### config.mk
export PLATFORM = sky130hd
export DESIGN_NAME = sw_event_gen_flat
export DESIGN_NICKNAME = d
export VERILOG_FILES = /design/src/rtl/sw_event_gen_if.sv /design/src/rtl/sw_event_gen.sv /design/src/flat_wrapper.sv
export SDC_FILE = /design/constraint.sdc
export NUM_CORES = 1
export LEC_CHECK = 0
export ABC_AREA = 1
export BUFFER_PORTS_ARGS = -buffer_cell sky130_fd_sc_hd__buf_4
export CORE_ASPECT_RATIO = 1.1
export CORE_MARGIN = 3
export CORE_UTILIZATION = 47
export CTS_CLUSTER_DIAMETER = 30
export CTS_CLUSTER_SIZE = 40
export DETAILED_ROUTE_END_ITERATION = 7
export GPL_ROUTABILITY_DRIVEN = 0
export GPL_TIMING_DRIVEN = 0
export PLACE_DENSITY = 0.65
export SLEW_MARGIN = 20
export SYNTH_ARGS = -nofsm -noshare
export SYNTH_HDL_FRONTEND = slang
export SYNTH_SLANG_ARGS = --single-unit
### constraint.sdc
create_clock -name iSysClk -period 2.3 [get_ports iSysClk]
set_input_delay 0.115 -clock iSysClk [delete_from_list [all_inputs] [get_ports iSysClk]]
set_output_delay 0.115 -clock iSysClk [all_outputs]
set_load 0.005 [all_outputs]
### src/rtl/sw_event_gen_if.sv
// Signal bundle between the switch event generator and its user:
// timebase tick and debounced level in, registered event pulses out.
interface sw_event_gen_if;
    logic iCke;
    logic iUserSw;
    logic oPress;
    logic oRelease;
    logic oClick;
    logic oDblClick;
    logic oLongPress;
    logic oRepeat;
    logic oBusy;

    modport slave (
        input  iCke, iUserSw,
        output oPress, oRelease, oClick, oDblClick, oLongPress, oRepeat, oBusy
    );

    modport master (
        output iCke, iUserSw,
        input  oPress, oRelease, oClick, oDblClick, oLongPress, oRepeat, oBusy
    );
endinterface

### src/rtl/sw_event_gen.sv
// Turns a debounced switch level into single-cycle press/release/click/
// double-click/long-press/repeat pulses, timed by the debouncer's tick.
module sw_event_gen #(
    parameter int LONG_TICKS   = 1000,
    parameter int REPEAT_TICKS = 200,
    parameter int DBL_TICKS    = 300,
    parameter int CNT_W        = 12
) (
    input  logic           iSysClk,
    input  logic           iSysRst,
    sw_event_gen_if.slave  ev
);

    localparam logic [CNT_W-1:0] LONG_LAST   = CNT_W'(LONG_TICKS - 1);
    localparam logic [CNT_W-1:0] REPEAT_LAST = CNT_W'(REPEAT_TICKS - 1);
    localparam logic [CNT_W-1:0] DBL_LAST    = CNT_W'(DBL_TICKS - 1);
    localparam logic [CNT_W-1:0] CNT_ONE     = CNT_W'(1);

    typedef enum logic [2:0] {
        IDLE,
        PRESS,
        LONG,
        WAIT2,
        DBLHOLD
    } state_t;

    state_t           state, state_n;
    logic [CNT_W-1:0] cnt, cnt_n;
    logic             prev;
    logic             rise, fall;
    logic             press_n, release_n, click_n, dbl_n, long_n, repeat_n;

    // prev resets high so a switch held through reset release is not a press
    assign rise = ev.iUserSw & ~prev;
    assign fall = ~ev.iUserSw & prev;

    always_ff @(posedge iSysClk or negedge iSysRst) begin
        if (!iSysRst) begin
            state         <= IDLE;
            cnt           <= '0;
            prev          <= 1'b1;
            ev.oPress     <= 1'b0;
            ev.oRelease   <= 1'b0;
            ev.oClick     <= 1'b0;
            ev.oDblClick  <= 1'b0;
            ev.oLongPress <= 1'b0;
            ev.oRepeat    <= 1'b0;
            ev.oBusy      <= 1'b0;
        end else begin
            state         <= state_n;
            cnt           <= cnt_n;
            prev          <= ev.iUserSw;
            ev.oPress     <= press_n;
            ev.oRelease   <= release_n;
            ev.oClick     <= click_n;
            ev.oDblClick  <= dbl_n;
            ev.oLongPress <= long_n;
            ev.oRepeat    <= repeat_n;
            ev.oBusy      <= (state_n != IDLE);
        end
    end

    // Edges are tested before ticks in every state, so an edge on the same
    // clock as a terminal tick wins and the tick event is dropped.
    always_comb begin
        state_n   = state;
        cnt_n     = cnt;
        press_n   = 1'b0;
        release_n = 1'b0;
        click_n   = 1'b0;
        dbl_n     = 1'b0;
        long_n    = 1'b0;
        repeat_n  = 1'b0;
        unique case (state)
            IDLE: begin
                if (rise) begin
                    press_n = 1'b1;
                    cnt_n   = '0;
                    state_n = PRESS;
                end
            end
            PRESS: begin
                if (fall) begin
                    release_n = 1'b1;
                    cnt_n     = '0;
                    state_n   = WAIT2;
                end else if (ev.iCke) begin
                    if (cnt == LONG_LAST) begin
                        long_n  = 1'b1;
                        cnt_n   = '0;
                        state_n = LONG;
                    end else begin
                        cnt_n = cnt + CNT_ONE;
                    end
                end
            end
            LONG: begin
                if (fall) begin
                    release_n = 1'b1;
                    cnt_n     = '0;
                    state_n   = IDLE;
                end else if (ev.iCke) begin
                    if (cnt == REPEAT_LAST) begin
                        repeat_n = 1'b1;
                        cnt_n    = '0;
                    end else begin
                        cnt_n = cnt + CNT_ONE;
                    end
                end
            end
            WAIT2: begin
                if (rise) begin
                    press_n = 1'b1;
                    dbl_n   = 1'b1;
                    cnt_n   = '0;
                    state_n = DBLHOLD;
                end else if (ev.iCke) begin
                    if (cnt == DBL_LAST) begin
                        click_n = 1'b1;
                        cnt_n   = '0;
                        state_n = IDLE;
                    end else begin
                        cnt_n = cnt + CNT_ONE;
                    end
                end
            end
            DBLHOLD: begin
                if (fall) begin
                    release_n = 1'b1;
                    cnt_n     = '0;
                    state_n   = IDLE;
                end
            end
            default: begin
                cnt_n   = '0;
                state_n = IDLE;
            end
        endcase
    end

endmodule
### src/flat_wrapper.sv
// flat-port wrapper written by rule: the top's interface ports become plain ports
module sw_event_gen_flat 
#(
    parameter int LONG_TICKS   = 1000,
    parameter int REPEAT_TICKS = 200,
    parameter int DBL_TICKS    = 300,
    parameter int CNT_W        = 12
)
  (iSysClk, iSysRst, ev_iCke, ev_iUserSw, ev_oPress, ev_oRelease, ev_oClick, ev_oDblClick, ev_oLongPress, ev_oRepeat, ev_oBusy);
  sw_event_gen_if ev_i ();
  input  logic iSysClk;
  input  logic iSysRst;
  input wire logic [$bits(ev_i.iCke)-1:0] ev_iCke;
  input wire logic [$bits(ev_i.iUserSw)-1:0] ev_iUserSw;
  output wire logic [$bits(ev_i.oPress)-1:0] ev_oPress;
  output wire logic [$bits(ev_i.oRelease)-1:0] ev_oRelease;
  output wire logic [$bits(ev_i.oClick)-1:0] ev_oClick;
  output wire logic [$bits(ev_i.oDblClick)-1:0] ev_oDblClick;
  output wire logic [$bits(ev_i.oLongPress)-1:0] ev_oLongPress;
  output wire logic [$bits(ev_i.oRepeat)-1:0] ev_oRepeat;
  output wire logic [$bits(ev_i.oBusy)-1:0] ev_oBusy;
  assign ev_i.iCke = ev_iCke;
  assign ev_i.iUserSw = ev_iUserSw;
  assign ev_oPress = ev_i.oPress;
  assign ev_oRelease = ev_i.oRelease;
  assign ev_oClick = ev_i.oClick;
  assign ev_oDblClick = ev_i.oDblClick;
  assign ev_oLongPress = ev_i.oLongPress;
  assign ev_oRepeat = ev_i.oRepeat;
  assign ev_oBusy = ev_i.oBusy;
  sw_event_gen #(.LONG_TICKS(LONG_TICKS), .REPEAT_TICKS(REPEAT_TICKS), .DBL_TICKS(DBL_TICKS), .CNT_W(CNT_W)) u_core (.iSysClk(iSysClk), .iSysRst(iSysRst), .ev(ev_i));
endmodule
==> metrics.txt <==
# TYPE chip_impl_metric gauge
chip_impl_metric{name="netlist_area",unit="mm²"} 0.001376
chip_impl_metric{name="final.period_utilization",unit="%"} 74.19
chip_impl_metric{name="wl_per_cell",unit="µm"} 11.74
chip_impl_metric{name="floorplan.die.height",unit="µm"} 62.76
chip_impl_info{name="cp-startpoint",value="u_core.prev"} 1
chip_impl_metric{name="detail_route.wirelength",unit="mm"} 2.807
chip_impl_metric{name="final_core_util",unit="%"} 58.23
chip_impl_metric{name="cts_setup_buffers",unit=""} 0
chip_impl_metric{name="postSynthNetCount",unit=""} 197
chip_impl_info{name="worstSetupPathType",value="flip-flop to flip-flop"} 1
chip_impl_metric{name="synth_top_area_share",unit="%"} 40.00
chip_impl_info{name="r2r-start",value="u_core.prev"} 1
chip_impl_metric{name="layout.cell_area.non_filler",unit="mm²"} 0.001536
chip_impl_metric{name="global_route.overflow_total",unit=""} 0
chip_impl_info{name="setup_repair_after_global_routing_missed_its_margin",value="false"} 1
chip_impl_metric{name="routed_via_density",unit=""} 5.180
chip_impl_metric{name="critical_path.n_buffers_inverters",unit=""} 3
chip_impl_metric{name="floorplan.io_pins",unit=""} 11
chip_impl_metric{name="clk_pin_slew_worst_paths",unit="ps"} 140
chip_impl_metric{name="vias",unit=""} 1238
chip_impl_info{name="synth.most_common_cell",value="sky130_fd_sc_hd__nand2_1"} 1
chip_impl_info{name="synthFlopType",value="sky130_fd_sc_hd__dfrtp_1"} 1
chip_impl_metric{name="peakVddDrop",unit="µV"} 672.0
chip_impl_metric{name="drv_slew",unit=""} 0
chip_impl_metric{name="io_buffers",unit=""} 10
chip_impl_metric{name="synth.avg_cell_area",unit="µm²"} 7.168
chip_impl_metric{name="synth_async_sr_flop_share",unit="%"} 100.0
chip_impl_metric{name="areaGrowthSynthToFinish",unit="%"} 11.64
chip_impl_metric{name="skew",unit="ps"} 12.64
chip_impl_metric{name="worstSkewPairLatency",unit="ps"} 320
chip_impl_metric{name="synth_cell_type_count",unit=""} 20
chip_impl_metric{name="row_count",unit=""} 19
chip_impl_info{name="endpoint_class_of_the_critical_path",value="flip-flop"} 1
chip_impl_metric{name="ys_ff_latch",unit=""} 23
chip_impl_info{name="clock_tree_from_tritoncts",value="done"} 1
chip_impl_info{name="yosys-top-cells-area",value="sky130_fd_sc_hd__dfrtp_1 40%, sky130_fd_sc_hd__nand2_1 15%, sky130_fd_sc_hd__inv_1 8.5%, sky130_fd_sc_hd__nor2_1 7.1%, sky130_fd_sc_hd__nand3_1 5.5%"} 1
chip_impl_metric{name="initial_core_util",unit="%"} 52.16
chip_impl_metric{name="critPathMaxFanout",unit=""} 10
chip_impl_metric{name="fin_hold_ws",unit="ps"} 86.34
chip_impl_metric{name="synth_edf_count",unit=""} 0
chip_impl_metric{name="syn-instance-count",unit=""} 192
chip_impl_metric{name="placed_area",unit="mm²"} 0.001490
chip_impl_metric{name="total_global_route_track_usage",unit="%"} 17.54
chip_impl_metric{name="dp_hpwl",unit="mm"} 2.173
chip_impl_metric{name="filler_cell_count",unit=""} 255
chip_impl_metric{name="floorplan.die_area",unit="mm²"} 0.003614
chip_impl_metric{name="ant_nets",unit=""} 0
chip_impl_metric{name="fin_total_pwr",unit="mW"} 1.350
chip_impl_metric{name="drt_iter0_drc",unit=""} 42
chip_impl_metric{name="first_global_vias",unit=""} 1219
chip_impl_metric{name="grt_antenna_before_repair",unit=""} 0
chip_impl_metric{name="maxCapViolCount",unit=""} 0
chip_impl_metric{name="initial_drt_pass_iterations",unit=""} 6
chip_impl_metric{name="finish.net_count",unit=""} 214
chip_impl_metric{name="first_pass_grt_wire_length",unit="mm"} 5.057
chip_impl_info{name="cts_root_buf",value="sky130_fd_sc_hd__clkbuf_4"} 1
chip_impl_metric{name="antenna_cells",unit=""} 0
chip_impl_info{name="gate_family_responsible_for_the_most_delay_along_the_worst_path",value="simple AND/OR/NAND/NOR gates"} 1
chip_impl_metric{name="setup-tns-final",unit="ps"} 0
chip_impl_info{name="outcome",value="complete, no violations"} 1
chip_impl_metric{name="die_w",unit="µm"} 57.60
chip_impl_info{name="crit_path_top_delay_cell",value="sky130_fd_sc_hd__dfstp_2"} 1
chip_impl_metric{name="clockBufferDepth",unit=""} 2
chip_impl_metric{name="count_of_yosys_warnings_during_synthesis",unit=""} 0
chip_impl_metric{name="placeableCoreArea",unit="mm²"} 0.002639
chip_impl_metric{name="cellLeakagePower",unit="nW"} 0.8567
chip_impl_metric{name="power.density_cell_area",unit="mW/mm²"} 878.4
chip_impl_metric{name="finalHoldViolCount",unit=""} 0
chip_impl_metric{name="drc",unit=""} 0
chip_impl_info{name="synth_area_leader_cell",value="sky130_fd_sc_hd__dfrtp_1"} 1
chip_impl_metric{name="slew-limit-headroom",unit="%"} 80.33
chip_impl_info{name="min_delay_startpoint",value="ev_iCke"} 1
chip_impl_info{name="synthTopCellsByCount",value="54 x sky130_fd_sc_hd__nand2_1, 31 x sky130_fd_sc_hd__inv_1, 26 x sky130_fd_sc_hd__nor2_1, 22 x sky130_fd_sc_hd__dfrtp_1, 15 x sky130_fd_sc_hd__nand3_1"} 1
chip_impl_metric{name="setup_violations",unit=""} 0
chip_impl_metric{name="proportion_of_synthesized_chip_area_in_sequential_cells",unit="%"} 41.91
chip_impl_metric{name="drive_above_1_share",unit="%"} 16.35
chip_impl_metric{name="grt_start_max_net_pins",unit=""} 24
chip_impl_metric{name="cts_htree_levels",unit=""} 1
chip_impl_metric{name="cts_made_buffers",unit=""} 3
chip_impl_metric{name="critPathArrivalTime",unit="ps"} 1920
chip_impl_metric{name="final.min_clock_period",unit="ps"} 1706
chip_impl_metric{name="crit_path_max_incr_delay",unit="ps"} 540
chip_impl_metric{name="max_clock_freq",unit="MHz"} 586.0
chip_impl_info{name="worst_hold_check_path_type",value="input port to flip-flop"} 1
chip_impl_metric{name="clock_sinks",unit=""} 23
chip_impl_metric{name="cp_data_required_time",unit="ps"} 2520
chip_impl_metric{name="worstMarginPinSlew",unit="ps"} 295.0
chip_impl_info{name="crit_path_start_kind",value="flip-flop"} 1
chip_impl_info{name="timing.critical_path.cells",value="inv_1 -> nor2_1 -> inv_1 -> nand2_2 -> nand3_2 -> nand2_4 -> nand2_8 -> inv_8 -> nand2_8 -> nand2_1 -> nor2_2"} 1
==> path summary, 6_finish.rpt <==
kind	end	slack, ps	depth (start not counted)
worst min-delay path	u_core.ev.oClick	90	3
max in group asynchronous	u_core.prev	1810	2
min in group asynchronous	u_core.ev.oLongPress	200	2
worst max-delay path	u_core.cnt[10]	590	11
worst min register to register	u_core.cnt[1]	530	2
worst max register to register	u_core.cnt[10]	590	11
==> cells in the final DEF, fill, tap and decap left out, types with 2 or more instances in the layout <==
master                          synthesis  layout
sky130_fd_sc_hd__clkbuf_4               0       3
sky130_fd_sc_hd__nand2_1               54      54
sky130_fd_sc_hd__inv_1                 31      31
sky130_fd_sc_hd__nor3_1                 3       3
sky130_fd_sc_hd__nand2_8                2       2
sky130_fd_sc_hd__dlygate4sd3_1          0       2
sky130_fd_sc_hd__buf_4                  0      10
sky130_fd_sc_hd__nand2_2                5       5
sky130_fd_sc_hd__a21oi_1                3       3
sky130_fd_sc_hd__nand4_1                8       8
sky130_fd_sc_hd__o21ai_0                7       7
sky130_fd_sc_hd__nand3_1               15      15
sky130_fd_sc_hd__nor2_2                 7       7
sky130_fd_sc_hd__nor2_1                26      26
sky130_fd_sc_hd__dfrtp_1               22      22
sky130_fd_sc_hd__inv_2                  2       2
==> state kept, by name, summed over array words and instances (netlist names) <==
register / cells
u_core.ev.oPress: 1
u_core.ev.oLongPress: 1
u_core.ev.oRelease: 1
u_core.cnt: 12
u_core.ev.oClick: 1
u_core.ev.oDblClick: 1
u_core.ev.oRepeat: 1
u_core.state: 3
u_core.prev: 1
u_core.ev.oBusy: 1
==> area by class of cell <==
class / instances / area [µm²] / share of cell area [%]
clock buffers: 4 / 26.28 / 1.710
inverters: 34 / 135.1 / 8.795
multi-input cells: 135 / 664.4 / 43.24
flip-flops and latches: 23 / 576.8 / 37.54
well taps: 31 / 38.79 / 2.524
repair buffers: 12 / 95.09 / 6.189
==> cells by family after synthesis <==
kind of cell / Yosys count / synth area share (%)
AO/OA/AOI/OAI: 11 / 4.181
flip-flops: 23 / 41.91
adder cells (fa/ha/maj): 1 / 0.9089
buffers and inverters: 34 / 9.818
AND/OR/NAND/NOR: 123 / 43.18
==> layer usage <==
| layer | track usage [%] | wire length [µm] | vias up |
|---|---|---|---|
| met4 | 7.246 | 31 | 0 |
| met1 | 21.24 | 1224 | 568 |
| li1 | - | - | 630 |
| met3 | 2.479 | 112 | 4 |
| met5 | 0 | 0 | - |
| met2 | 30.37 | 1439 | 36 |
==> worst reg2reg max path: stages (launching register included) <==
cell                      delay (ps)
sky130_fd_sc_hd__dfstp_2         540
sky130_fd_sc_hd__inv_1            50
sky130_fd_sc_hd__nor2_1          140
sky130_fd_sc_hd__inv_1           130
sky130_fd_sc_hd__nand2_2         130
sky130_fd_sc_hd__nand3_2         100
sky130_fd_sc_hd__nand2_4         160
sky130_fd_sc_hd__nand2_8          90
sky130_fd_sc_hd__inv_8           100
sky130_fd_sc_hd__nand2_8          60
sky130_fd_sc_hd__nand2_1          80
sky130_fd_sc_hd__nor2_2           30
==> what timing repair did <==
item	CTS	global route
endpoints found under the hold margin	24	0
resized for setup	0	0
hold buffers	2	0
==> where the power goes <==
part	switching (mW)	internal, mW	total, mW
Clock	0.127	0.0678	0.195
Combinational	0.439	0.214	0.654
Sequential	0.0458	0.456	0.501
Total	0.612	0.738	1.35
==> per-stage QoR <==
step	instances	setup WS, ps
6_report	239	593.6
3_3_place_gp	233	627.4
5_1_grt	239	409.7
4_1_cts	239	581.5
2_1_floorplan	192	805.0
3_5_place_dp	233	604.3
Note: power is estimated with default switching activity, not from simulation.
